`config.mk`:
```
export PLATFORM = sky130hd
export DESIGN_NAME = bank_sequencer
export DESIGN_NICKNAME = d
export VERILOG_FILES = /design/src/rtl/bank_sequencer.sv
export SDC_FILE = /design/constraint.sdc
export NUM_CORES = 1
export LEC_CHECK = 0
export BUFFER_PORTS_ARGS = -buffer_cell sky130_fd_sc_hd__clkbuf_2
export CAP_MARGIN = 0
export CORE_MARGIN = 1
export CORE_UTILIZATION = 35
export CTS_CLUSTER_SIZE = 14
export DETAILED_ROUTE_END_ITERATION = 7
export GPL_ROUTABILITY_DRIVEN = 0
export SLEW_MARGIN = 15
export SYNTH_ARGS = -nofsm -noshare
export SYNTH_HDL_FRONTEND = slang
export SYNTH_SLANG_ARGS = --single-unit
```
`constraint.sdc`:
```
create_clock -name MAIN_CLK_i -period 7.8 [get_ports MAIN_CLK_i]
set_clock_uncertainty 0.2 [all_clocks]
set_input_delay 0.78 -clock MAIN_CLK_i [delete_from_list [all_inputs] [get_ports MAIN_CLK_i]]
set_output_delay 0.78 -clock MAIN_CLK_i [all_outputs]
set_load 0.02 [all_outputs]
```
`src/rtl/bank_sequencer.sv`:
```
// Sequences the modulator through data banks: optional preamble, one or more
// passes over a snapshotted bank list, optional idle gap between passes.
module bank_sequencer (
    input  logic        MAIN_CLK_i,
    input  logic        MAIN_RST_i,
    input  logic        START_i,
    input  logic        ABORT_i,
    input  logic        STEP_DONE_i,
    input  logic [35:0] CFREG_DATA_BANK_SEQUENCE_i,
    input  logic        CFREG_DATA_SEL_SINGLE_SEQUENCE_i,
    input  logic [3:0]  CFREG_DATA_BANK_SELECT_i,
    input  logic [3:0]  CFREG_DATA_BANK_REPEAT_i,
    input  logic [4:0]  CFREG_DELAY_DATA_BANK_REPEAT_i,
    input  logic        CFREG_PREAMB_i,
    input  logic        CFREG_REPEAT_WITH_PREAMB_i,
    output logic [8:0]  DATA_REG_MUX_SEL_DATA_o,
    output logic        DATA_REG_MUX_EN_o,
    output logic        PREAMB_REQ_o,
    output logic        BUSY_o,
    output logic        DONE_o,
    output logic        ERR_o,
    output logic [3:0]  STEP_IDX_o,
    output logic [3:0]  PASS_CNT_o
);

    typedef enum logic [2:0] {
        S_IDLE,
        S_PREAMB,
        S_XFER,
        S_GAP,
        S_FINISH
    } state_t;

    state_t      state_q, state_d;
    logic [35:0] seq_q, seq_d;
    logic        single_q, single_d;
    logic [3:0]  sel_q, sel_d;
    logic [3:0]  rep_q, rep_d;
    logic [4:0]  dly_q, dly_d;
    logic        pre_q, pre_d;
    logic        rwp_q, rwp_d;
    logic [3:0]  step_q, step_d;
    logic [3:0]  pass_q, pass_d;
    logic [4:0]  gap_q, gap_d;
    logic        err_q, err_d;

    logic [3:0]  cur_code;
    logic [3:0]  nxt_code;
    logic [3:0]  first_code_in;
    state_t      entry_state;

    function automatic logic [3:0] code_at(input logic [35:0] seq, input logic [3:0] idx);
        logic [35:0] sh;
        sh = seq << {idx, 2'b00};
        return sh[35:32];
    endfunction

    assign cur_code      = single_q ? sel_q : code_at(seq_q, step_q);
    assign nxt_code      = code_at(seq_q, step_q + 4'd1);
    assign first_code_in = CFREG_DATA_SEL_SINGLE_SEQUENCE_i ? CFREG_DATA_BANK_SELECT_i
                                                            : CFREG_DATA_BANK_SEQUENCE_i[35:32];
    assign entry_state   = (pre_q && rwp_q) ? S_PREAMB : S_XFER;

    always_comb begin
        state_d  = state_q;
        seq_d    = seq_q;
        single_d = single_q;
        sel_d    = sel_q;
        rep_d    = rep_q;
        dly_d    = dly_q;
        pre_d    = pre_q;
        rwp_d    = rwp_q;
        step_d   = step_q;
        pass_d   = pass_q;
        gap_d    = gap_q;
        err_d    = 1'b0;

        // Abort wins over any concurrent STEP_DONE; counters keep their values.
        if (ABORT_i && (state_q != S_IDLE)) begin
            state_d = S_IDLE;
        end else begin
            unique case (state_q)
                S_IDLE: begin
                    if (START_i) begin
                        if (first_code_in > 4'd8) begin
                            err_d = 1'b1;
                        end else begin
                            seq_d    = CFREG_DATA_BANK_SEQUENCE_i;
                            single_d = CFREG_DATA_SEL_SINGLE_SEQUENCE_i;
                            sel_d    = CFREG_DATA_BANK_SELECT_i;
                            rep_d    = CFREG_DATA_BANK_REPEAT_i;
                            dly_d    = CFREG_DELAY_DATA_BANK_REPEAT_i;
                            pre_d    = CFREG_PREAMB_i;
                            rwp_d    = CFREG_REPEAT_WITH_PREAMB_i;
                            step_d   = 4'd0;
                            pass_d   = 4'd0;
                            state_d  = CFREG_PREAMB_i ? S_PREAMB : S_XFER;
                        end
                    end
                end
                S_PREAMB: begin
                    if (STEP_DONE_i) begin
                        state_d = S_XFER;
                        step_d  = 4'd0;
                    end
                end
                S_XFER: begin
                    if (STEP_DONE_i) begin
                        if (!single_q && (step_q < 4'd8) && (nxt_code <= 4'd8)) begin
                            step_d = step_q + 4'd1;
                        end else if (pass_q == rep_q) begin
                            state_d = S_FINISH;
                        end else begin
                            pass_d = pass_q + 4'd1;
                            step_d = 4'd0;
                            if (dly_q != 5'd0) begin
                                state_d = S_GAP;
                                gap_d   = dly_q;
                            end else begin
                                state_d = entry_state;
                            end
                        end
                    end
                end
                S_GAP: begin
                    // gap_q holds the idle cycles still to spend, this one included.
                    if (gap_q <= 5'd1) begin
                        state_d = entry_state;
                    end else begin
                        gap_d = gap_q - 5'd1;
                    end
                end
                S_FINISH: begin
                    state_d = S_IDLE;
                end
                default: begin
                    state_d = S_IDLE;
                end
            endcase
        end
    end

    always_ff @(posedge MAIN_CLK_i or posedge MAIN_RST_i) begin
        if (MAIN_RST_i) begin
            state_q  <= S_IDLE;
            seq_q    <= 36'd0;
            single_q <= 1'b0;
            sel_q    <= 4'd0;
            rep_q    <= 4'd0;
            dly_q    <= 5'd0;
            pre_q    <= 1'b0;
            rwp_q    <= 1'b0;
            step_q   <= 4'd0;
            pass_q   <= 4'd0;
            gap_q    <= 5'd0;
            err_q    <= 1'b0;
        end else begin
            state_q  <= state_d;
            seq_q    <= seq_d;
            single_q <= single_d;
            sel_q    <= sel_d;
            rep_q    <= rep_d;
            dly_q    <= dly_d;
            pre_q    <= pre_d;
            rwp_q    <= rwp_d;
            step_q   <= step_d;
            pass_q   <= pass_d;
            gap_q    <= gap_d;
            err_q    <= err_d;
        end
    end

    assign BUSY_o                  = (state_q != S_IDLE);
    assign PREAMB_REQ_o            = (state_q == S_PREAMB);
    assign DATA_REG_MUX_EN_o       = (state_q == S_XFER);
    assign DATA_REG_MUX_SEL_DATA_o = (state_q == S_XFER) ? (9'd1 << cur_code) : 9'd0;
    assign DONE_o                  = (state_q == S_FINISH);
    assign ERR_o                   = err_q;
    assign STEP_IDX_o              = step_q;
    assign PASS_CNT_o              = pass_q;

endmodule

```
==> flow_summary.yaml, run 1 <==
die:
  core_um2: 10370
  start_util_pct: 36.10
  dieWidth_um: 105.4
  die_y_um: 105.4
  die_area_um2: 11110
  ios: 79
  num_rows: 37
place:
  io_buffers: 78
  place_area_um2: 4262
  pre_cts_ws_ns: 4.007
  dpl.hpwl_um: 6435
routing:
  dr.pass1.iters: 4
  ant_nets: 0
  vias_per_cell: 5.352
  wl_um: 8624
  drt_iter0_markers: 105
  wl_per_cell_um: 15.74
  via_count: 2933
  drc: 0
sta:
  fin_ws_ns: 3.667
  fin_crit_sh_pct: 52.98
  slew-limit-headroom_pct: 39.12
  final_hold_viol_count: 0
  worst_pin_slew_ns: 0.9072
  rsz0062_at_grt: "no"
  fin_crit_ns: 4.133
  final_max_slew_viol_count: 0
  tns_ns: 0
  fmax_mhz: 242.0
  setup_viol: 0
setup_path:
  worstPathCellList: "mux4_1 -> mux2_2 -> a222oi_1 -> or3b_1 -> nor2_1 -> clkbuf_2"
  cp.arrival_ns: 3.15
  required_ns: 6.82
  crit_path_end_kind: "output pin"
  r2r_cells: 7
  worst_path_largest_cell_delay_ns: 0.71
  path_class: "register to output pin"
  critPathLaunchType: "register"
  crit_slowest_cell: "dfrtp_1"
  crit_fanout: 14
clock_tree:
  postCtsSetupBuffers: 0
  htreeDepth: 3
  clkTransAtPathRegs_ns: 0.07
  post_cts_resized: 0
  holdBufCountCts: 0
  clk_latency_ns: 0.35
  cts_buffers: 9
  cts_tree: "built"
  cts_root_buffer: "clkbuf_8"
  clk_path_buf_depth: 2
  cts.sinks: 69
grt:
  grt-ovfl-total: 0
  antenna_found_initial: 0
  grt_max_degree: 70
  grt_pass1_vias: 2890
  grt_util_all_layers_pct: 16.60
  grt_pass1_wl_um: 14330
power_and_ir_drop:
  p_sw_share_pct: 37.67
  p_int_mw: 1.007
  pwr-share-clk_pct: 17.9
  peakVddDrop_uv: 143.2
  p_sw_mw: 0.6084
  combPwrFrac_pct: 39.0
  leakage_nw: 1.988
  seq_power_share_pct: 43.2
  power.density_nw_per_um2: 362.6
yosys:
  ys_warn_count: 0
  seq_area_frac_synth_pct: 46.12
  syn_inst: 330
  synth_enable_flop_cells: 0
  synth-seq-cells: 69
  syn_avg_cell_area_um2: 11.34
  synth_top_area_cell: "dfrtp_1"
  ys_async_sr_fraction_pct: 100.0
  synth_top_flop_cell: "dfrtp_1"
  syn_nets: 391
  yosysUniqueCellTypes: 56
  synth_top_area_share_pct: 46.12
  synth.most_common_cell: "dfrtp_1"
  syn_area_um2: 3744
  yosys-top-cells-count: "dfrtp_1 (69), mux2_2 (39), nor2_1 (27), mux2_1 (16), nand2_1 (15)"
  synthTopCellsByArea: "dfrtp_1 (46%), mux2_2 (12%), mux2_1 (4.8%), mux4_2 (4.2%), nor2_1 (2.7%)"
hold_path:
  hp-class: "register to register"
  whs_path_depth: 1
job:
  maxCapViolCount: 0
cells_and_area:
  num-nets-final: 468
  final_area_um2: 4454
  area_delta_synth_final_pct: 18.98
  final_util_pct: 42.95
  n_antenna_cell: 0
  drive_gt1_share_pct: 35.44
run_status:
  status: "complete, no violations"
==> state kept, by name (all words and copies together) (netlist names) <==
register / cells
state_q: 3
ERR_o: 1
seq_q: 36
pre_q: 1
single_q: 1
PASS_CNT_o: 4
sel_q: 4
gap_q: 5
rwp_q: 1
rep_q: 4
STEP_IDX_o: 4
dly_q: 5
==> critical path: cells and delay by family (launching register included) <==
kind | cells | cell delay [ns]
AND/OR/NAND/NOR | 2 | 0.57
multiplexers | 2 | 0.91
flip-flops | 1 | 0.71
buffers and inverters | 1 | 0.18
AO/OA/AOI/OAI | 1 | 0.45
==> cells by family (layout without fill, tap and decap cells) <==
logic type | Yosys count | after routing | share of synthesized area [%]
and+or+nand+nor | 104 | 104 | 14.34
muxes | 71 | 71 | 24.03
DFF | 69 | 69 | 46.12
AOI/OAI and AO/OA | 51 | 51 | 10.26
buffers and inverters | 26 | 108 | 2.741
xor gates and xnor gates | 5 | 5 | 1.170
adders and majority gates | 4 | 4 | 1.337
==> layout make-up <==
type	instances	area (um2)
Tap cell	136	170.2
Clock buffer	12	145.1
Clock inverter	4	47.55
Fill cell	1008	5916
Multi-Input combinational cell	235	1914
Timing Repair Buffer	80	405.4
Sequential cell	69	1727
Inverter	12	45.04
==> path summary, 6_finish.rpt <==
| check | start | endpoint | slack [ns] |
|---|---|---|---|
| setup / recovery | STEP_IDX_o[1] | DATA_REG_MUX_SEL_DATA_o[3] | 3.67 |
| hold / removal | rep_q[3] | rep_q[3] | 0.31 |
| setup reg to reg | STEP_IDX_o[0] | PASS_CNT_o[0] | 4.23 |
| hold reg to reg | rep_q[3] | rep_q[3] | 0.31 |
| max in group asynchronous | MAIN_RST_i | rep_q[2] | 6.33 |
| min in group asynchronous | MAIN_RST_i | ERR_o | 0.45 |
==> placed cells by master, fill, tap and decap left out, types with 4 or more instances in the layout <==
| master | count |
|---|---|
| clkbuf_2 | 78 |
| dfrtp_1 | 69 |
| mux2_2 | 39 |
| nor2_1 | 27 |
| mux2_1 | 16 |
| nand2_1 | 15 |
| nor3_1 | 13 |
| clkbuf_8 | 10 |
| inv_1 | 9 |
| nand3_1 | 9 |
| o21ai_1 | 7 |
| mux4_2 | 7 |
| mux2i_1 | 7 |
| nand2b_1 | 7 |
| nor4_1 | 5 |
| xor2_1 | 5 |
| a22oi_1 | 5 |
| nand3b_1 | 4 |
| a21oi_1 | 4 |
| and2_1 | 4 |
| ha_1 | 4 |
==> power by group through the flow <==
| stage | logic [mW] | clock network [mW] | registers [mW] |
|---|---|---|---|
| after floorplan | 0.520 | 0 | 0.631 |
| after global placement | 0.620 | 0 | 0.698 |
| after detailed placement | 0.634 | 0 | 0.706 |
| after CTS | 0.637 | 0.298 | 0.698 |
| after global routing | 0.700 | 0.313 | 0.725 |
| final | 0.629 | 0.289 | 0.697 |
==> per-layer routing <==
| layer | vias up | GRT usage (%) | part of all wire [%] | wire (um) |
|---|---|---|---|---|
| li1 | 1388 | - | - | - |
| met1 | 1457 | 20.91 | 44 | 3774 |
| met2 | 76 | 27.87 | 50 | 4341 |
| met3 | 12 | 3.896 | 4.5 | 384 |
| met4 | 0 | 5.734 | 1.4 | 124 |
| met5 | - | 0 | 0 | 0 |
==> metrics by stage <==
stage          hold slack [ns]  total power, mW  instances
2_1_floorplan           0.2729            1.151        330
3_3_place_gp            0.3006            1.318        532
3_5_place_dp            0.3031            1.340        532
4_1_cts                 0.3206            1.633        548
5_1_grt                 0.3267            1.738        548
6_report                0.3145            1.615        548
(Power assumes the default switching activity.)
==> run 2: changes to the inputs <==
==> constraint.sdc (replaced) <==
create_clock -name MAIN_CLK_i -period 4.3 [get_ports MAIN_CLK_i]
set_clock_uncertainty 0.2 [all_clocks]
set_input_delay 0.43 -clock MAIN_CLK_i [delete_from_list [all_inputs] [get_ports MAIN_CLK_i]]
set_output_delay 0.43 -clock MAIN_CLK_i [all_outputs]
set_load 0.02 [all_outputs]
==> run 2 against run 1 <==
Against the previous run:
- first-iteration DRC count is 8.6% higher
- utilization rose by 0.59 points
- count of clock-buffer cells in the layout down 3
- register-to-register slack lost 3.4 ns
- power is 90% higher
- clock power up 130%
- combinational power is 88% higher
- critical path depth did not move
- routed wire length grew 1.0%
- sequential share of layout area shrank 0.53 points
- die area stayed put
- global-route usage is 0.20 points higher
- critical path type unchanged
- largest power group unchanged
==> flow_summary.yaml, run 2 (same netlist as run 1, synthesis figures left out) <==
sta:
  tns_ns: 0
  final_hold_viol_count: 0
  final_max_slew_viol_count: 0
  worst_pin_slew_ns: 0.9587
  fmax_mhz: 263.1
  fin_crit_sh_pct: 88.41
  rsz0062_at_grt: "no"
  setup_viol: 0
  fin_crit_ns: 3.801
  slew-limit-headroom_pct: 35.99
routing:
  wl_um: 8710
  drc: 0
  wl_per_cell_um: 15.87
  drt_iter0_markers: 114
  ant_nets: 0
  via_count: 2961
  dr.pass1.iters: 4
  vias_per_cell: 5.393
grt:
  antenna_found_initial: 0
  grt_pass1_wl_um: 14800
  grt_pass1_vias: 3002
  grt-ovfl-total: 0
  grt_max_degree: 46
  grt_util_all_layers_pct: 16.80
cells_and_area:
  largest_reg_flops: 36
  fin_cells: 549
  largestRegisters: "seq_q x36, dly_q x5, gap_q x5"
  num-nets-final: 469
  max_flop_register: "seq_q"
  layout_common_cells: "clkbuf_2 (78), dfrtp_1 (69), mux2_2 (39)"
  n_antenna_cell: 0
  final_common_cell: "clkbuf_2"
  area_delta_synth_final_pct: 20.62
  drive_gt1_share_pct: 36.08
clock_tree:
  clkTransAtPathRegs_ns: 0.09
  cts.sinks: 69
  cts_tree: "built"
  htreeDepth: 3
  cts_root_buffer: "clkbuf_8"
  clk_latency_ns: 0.34
  postCtsSetupBuffers: 0
  clk_path_buf_depth: 2
  post_cts_resized: 0
  holdBufCountCts: 0
  cts_buffers: 9
power_and_ir_drop:
  leakage_nw: 2.013
  p_total_mw: 3.076
  seq_power_share_pct: 40.4
  peakVddDrop_uv: 351.6
  p_sw_share_pct: 36.98
  power.density_nw_per_um2: 681.1
  pwr-share-clk_pct: 21.3
  combPwrFrac_pct: 38.3
  p_int_mw: 1.938
  p_sw_mw: 1.137
die:
  start_util_pct: 36.10
  core_um2: 10370
  die_area_um2: 11110
  num_rows: 37
  die_y_um: 105.4
  ios: 79
  dieWidth_um: 105.4
setup_path:
  crit_fanout: 14
  reg2reg_slack_ns: 0.88
  required_ns: 3.67
  critPathLaunchType: "register"
  path_class: "register to output pin"
  cp.arrival_ns: 3.17
  crit_path_end_kind: "output pin"
job:
  maxCapViolCount: 0
place:
  io_buffers: 78
  dp_cells: 533
  dpl.hpwl_um: 6607
hold_path:
  hp-class: "input pin to async pin"
run_status:
  status: "complete, no violations"
==> run 2: cell count changes in the layout (fill, tap and decap cells not counted), sizes merged <==
cell	delta
clkbuf	-3
clkinv	-1
bufinv	+2
inv	+1
clkinvlp	+1
buf	+1
==> run 2: final timing paths <==
path                                          startpoint                    endpoint  depth (start not counted)
max reg2reg                                STEP_IDX_o[1]               PASS_CNT_o[0]                          7
min                                           MAIN_RST_i                  state_q[1]                          2
min reg2reg                                     rep_q[3]                    rep_q[3]                          1
max                                        STEP_IDX_o[1]  DATA_REG_MUX_SEL_DATA_o[0]                          6
max in group asynchronous                     MAIN_RST_i                   seq_q[31]                          3
min in group MAIN_CLK_i    CFREG_DATA_BANK_SEQUENCE_i[6]                    seq_q[6]                          2
==> run 2: layout make-up <==
cell class / instances / area, um2
Tap cell: 136 / 170.2
Inverter: 12 / 45.04
Clock buffer: 9 / 123.9
Timing Repair Buffer: 81 / 412.9
Multi-Input combinational cell: 235 / 1914
Clock inverter: 7 / 122.6
Sequential cell: 69 / 1727
Fill cell: 1050 / 5854
==> run 2: stage by stage <==
stage	util, %	hold WS, ns	setup WS [ns]	area (um2)
4_1_cts	43.54	0.08509	0.4582	4516
3_5_place_dp	41.17	0.3024	0.8539	4269
2_1_floorplan	-	0.2729	1.120	3744
5_1_grt	43.54	0.07816	0.2955	4516
6_report	43.54	0.08731	0.4985	4516
3_3_place_gp	41.17	0.3001	0.9367	4269
==> run 2: metal layers <==
layer	vias to the layer above	share of wire (%)	track usage (%)
li1	1391	-	-
met2	89	51	29.37
met1	1473	43	20.75
met4	0	0.82	4.024
met5	-	0	0
met3	8	4.5	4.143
==> run 2: critical path, stage by stage, from the launching register on <==
cell and delay [ns]:
dfrtp_1 0.72, mux4_1 0.62, mux2_2 0.28, a222oi_1 0.46, or3b_1 0.45, nor2_1 0.12
clkbuf_2 0.18
==> run 2: power groups by stage <==
stage | registers, mW | clock network [mW] | logic, mW
floorplan | 1.14 | 0 | 0.944
global placement | 1.25 | 0 | 1.15
detailed placement | 1.26 | 0 | 1.19
CTS | 1.24 | 0.671 | 1.19
global route | 1.29 | 0.700 | 1.31
finish | 1.24 | 0.656 | 1.18
==> run 3: changes to the inputs <==
--- a/config.mk
+++ b/config.mk
@@ -5,6 +5,7 @@
 export SDC_FILE = /design/constraint.sdc
 export NUM_CORES = 1
 export LEC_CHECK = 0
+export ABC_AREA = 1
 export BUFFER_PORTS_ARGS = -buffer_cell sky130_fd_sc_hd__clkbuf_2
 export CAP_MARGIN = 0
 export CORE_MARGIN = 1
==> run 3 against run 2 <==
Against the previous run:
- first-iteration DRC count up 97%
- utilization up 0.13 points
- register-to-register slack better by 0.39 ns
- die area up 7.6%
- sequential share of layout area down 2.4 points
- sequential power down 5%
- critical endpoint is now DATA_REG_MUX_SEL_DATA_o[1]
- highest routed layer unchanged
==> flow_summary.yaml, run 3 <==
cells_and_area:
  num-nets-final: 643
  final_common_cell: "nand2_1"
  num-fill-cells: 1108
  drive_gt1_share_pct: 24.53
  layout_common_cells: "nand2_1 (108), clkbuf_2 (78), dfrtp_1 (69)"
  fin_cells: 727
  largest_reg_flops: 36
  n_antenna_cell: 0
  area_delta_synth_final_pct: 19.42
  largestRegisters: "seq_q x36, dly_q x5, gap_q x5"
  max_flop_register: "seq_q"
die:
  dieWidth_um: 109.4
  num_rows: 38
  core_um2: 11030
  die_y_um: 109.4
  start_util_pct: 36.57
  die_area_um2: 11960
  ios: 79
routing:
  drc: 0
  drt_iter0_markers: 225
  wl_um: 9774
  dr.pass1.iters: 4
  vias_per_cell: 4.858
  via_count: 3532
  wl_per_cell_um: 13.44
  ant_nets: 0
yosys:
  synth_top_flop_cell: "dfrtp_1"
  yosys-top-cells-count: "nand2_1 (108), dfrtp_1 (69), inv_1 (64), nor2_1 (58), nand3_1 (45)"
  ys_async_sr_fraction_pct: 100.0
  synth_top_area_cell: "dfrtp_1"
  synth_top_area_share_pct: 42.80
  yosysUniqueCellTypes: 37
  syn_inst: 509
  syn_avg_cell_area_um2: 7.925
  syn_area_um2: 4034
  synth-seq-cells: 69
  ys_warn_count: 0
  synth_enable_flop_cells: 0
  seq_area_frac_synth_pct: 42.80
  syn_nets: 570
  synth.most_common_cell: "nand2_1"
  synthTopCellsByArea: "dfrtp_1 (43%), nand2_1 (10%), mux2_2 (6.4%), inv_1 (6.0%), nand3_1 (5.6%)"
place:
  pre_cts_ws_ns: 1.218
  dp_cells: 711
  io_buffers: 78
  dpl.hpwl_um: 7197
sta:
  fin_ws_ns: 0.8270
  slew-limit-headroom_pct: 25.33
  fin_crit_ns: 3.473
  final_hold_viol_count: 0
  fin_crit_sh_pct: 80.77
  worst_pin_slew_ns: 1.120
  fmax_mhz: 287.9
  rsz0062_at_grt: "no"
  setup_viol: 0
  final_max_slew_viol_count: 0
  tns_ns: 0
job:
  maxCapViolCount: 0
clock_tree:
  cts_tree: "built"
  holdBufCountCts: 0
  cts_root_buffer: "clkbuf_16"
  clk_latency_ns: 0.33
  clk_path_buf_depth: 2
  cts.sinks: 69
  cts_buffers: 9
  htreeDepth: 3
  postCtsSetupBuffers: 0
  clkTransAtPathRegs_ns: 0.05
  post_cts_resized: 0
grt:
  grt_util_all_layers_pct: 17.86
  grt_pass1_wl_um: 16440
  antenna_found_initial: 0
  grt-ovfl-total: 0
  grt_pass1_vias: 3469
  grt_max_degree: 82
hold_path:
  hp-class: "input pin to async pin"
power_and_ir_drop:
  p_total_mw: 3.504
  leakage_nw: 2.459
  power.density_nw_per_um2: 727.4
  peakVddDrop_uv: 235.6
setup_path:
  crit_fanout: 37
  critPathLaunchType: "register"
  crit_path_end_kind: "output pin"
  path_class: "register to output pin"
  required_ns: 3.67
  cp.arrival_ns: 2.84
run_status:
  status: "complete, no violations"
[run 3: cell count changes after synthesis, sizes merged, moves of 7 or more]
cell / before / now
nand4: 1 / 12
nor2: 27 / 60
o211ai: 1 / 8
nand2b: 7 / 0
inv: 12 / 69
mux4: 9 / 0
a21oi: 4 / 37
o21ai: 10 / 31
nand3: 9 / 50
mux2: 55 / 23
mux2i: 7 / 0
nor3: 13 / 3
nand2: 15 / 110
buf: 4 / 13
[run 3: worst max-delay path: stages (launching register included)]
cell      delay (ns)
dfrtp_1         1.08
inv_2           0.30
o21ai_0         0.24
nand3_1         0.11
nand3_1         0.13
nand2_1         0.08
o21ai_2         0.10
nand4_2         0.15
nor2_1          0.13
clkbuf_2        0.18
[run 3: cell families (layout without fill, tap and decap cells)]
logic type | count (synthesis) | count (layout) | share of synthesized area [%]
simple gates | 239 | 239 | 26.52
buf+inv | 87 | 165 | 10.33
compound gates | 80 | 80 | 10.98
flops | 69 | 69 | 42.80
mux | 23 | 23 | 6.421
xor+xnor | 7 | 7 | 1.706
fa+ha+maj | 4 | 4 | 1.241
[run 3: where the power goes]
| group | internal [mW] | total, mW | switching [mW] | leakage (nW) |
|---|---|---|---|---|
| registers | 0.932 | 1.18 | 0.244 | 0.823 |
| logic | 0.547 | 1.45 | 0.900 | 1.46 |
| clock network | 0.614 | 0.881 | 0.267 | 0.176 |
| total | 2.09 | 3.50 | 1.41 | 2.46 |
[run 3: final timing paths]
check / from / to / slack (ns) / depth (start not counted)
max: STEP_IDX_o[0] / DATA_REG_MUX_SEL_DATA_o[1] / 0.83 / 9
min: MAIN_RST_i / seq_q[10] / 0.08 / 2
max reg2reg: STEP_IDX_o[0] / PASS_CNT_o[2] / 1.27 / 12
min reg2reg: gap_q[1] / gap_q[1] / 0.27 / 2
max in group asynchronous: MAIN_RST_i / seq_q[2] / 2.94 / 3
min in group MAIN_CLK_i: CFREG_DATA_BANK_SEQUENCE_i[10] / seq_q[10] / 0.12 / 2
[run 3: cell type report]
| class | instances | area, um2 | area share, % |
|---|---|---|---|
| clock buffers | 13 | 270.3 | 5.610 |
| flip-flops and latches | 69 | 1727 | 35.84 |
| repair buffers | 80 | 405.4 | 8.416 |
| well taps | 140 | 175.2 | 3.636 |
| multi-input cells | 353 | 1891 | 39.25 |
| clock inverters | 3 | 90.09 | 1.870 |
| inverters | 69 | 259.0 | 5.377 |
[run 3: metal layers]
| layer | vias up | global-route usage, % | routed length, um |
|---|---|---|---|
| met2 | 84 | 27.72 | 4631 |
| met1 | 1638 | 23.81 | 4517 |
| met5 | - | 0 | 0 |
| met4 | 0 | 7.333 | 77 |
| li1 | 1804 | - | - |
| met3 | 6 | 4.386 | 546 |
[run 3: stage by stage]
stage          utilization [%]  hold WS (ns)  instance area, um2
6_report                 43.67       0.07869                4817
5_1_grt                  43.67        0.1154                4817
4_1_cts                  43.67        0.1125                4817
3_5_place_dp             40.40        0.2616                4457
3_3_place_gp             40.40        0.2590                4457
2_1_floorplan                -        0.2419                4034
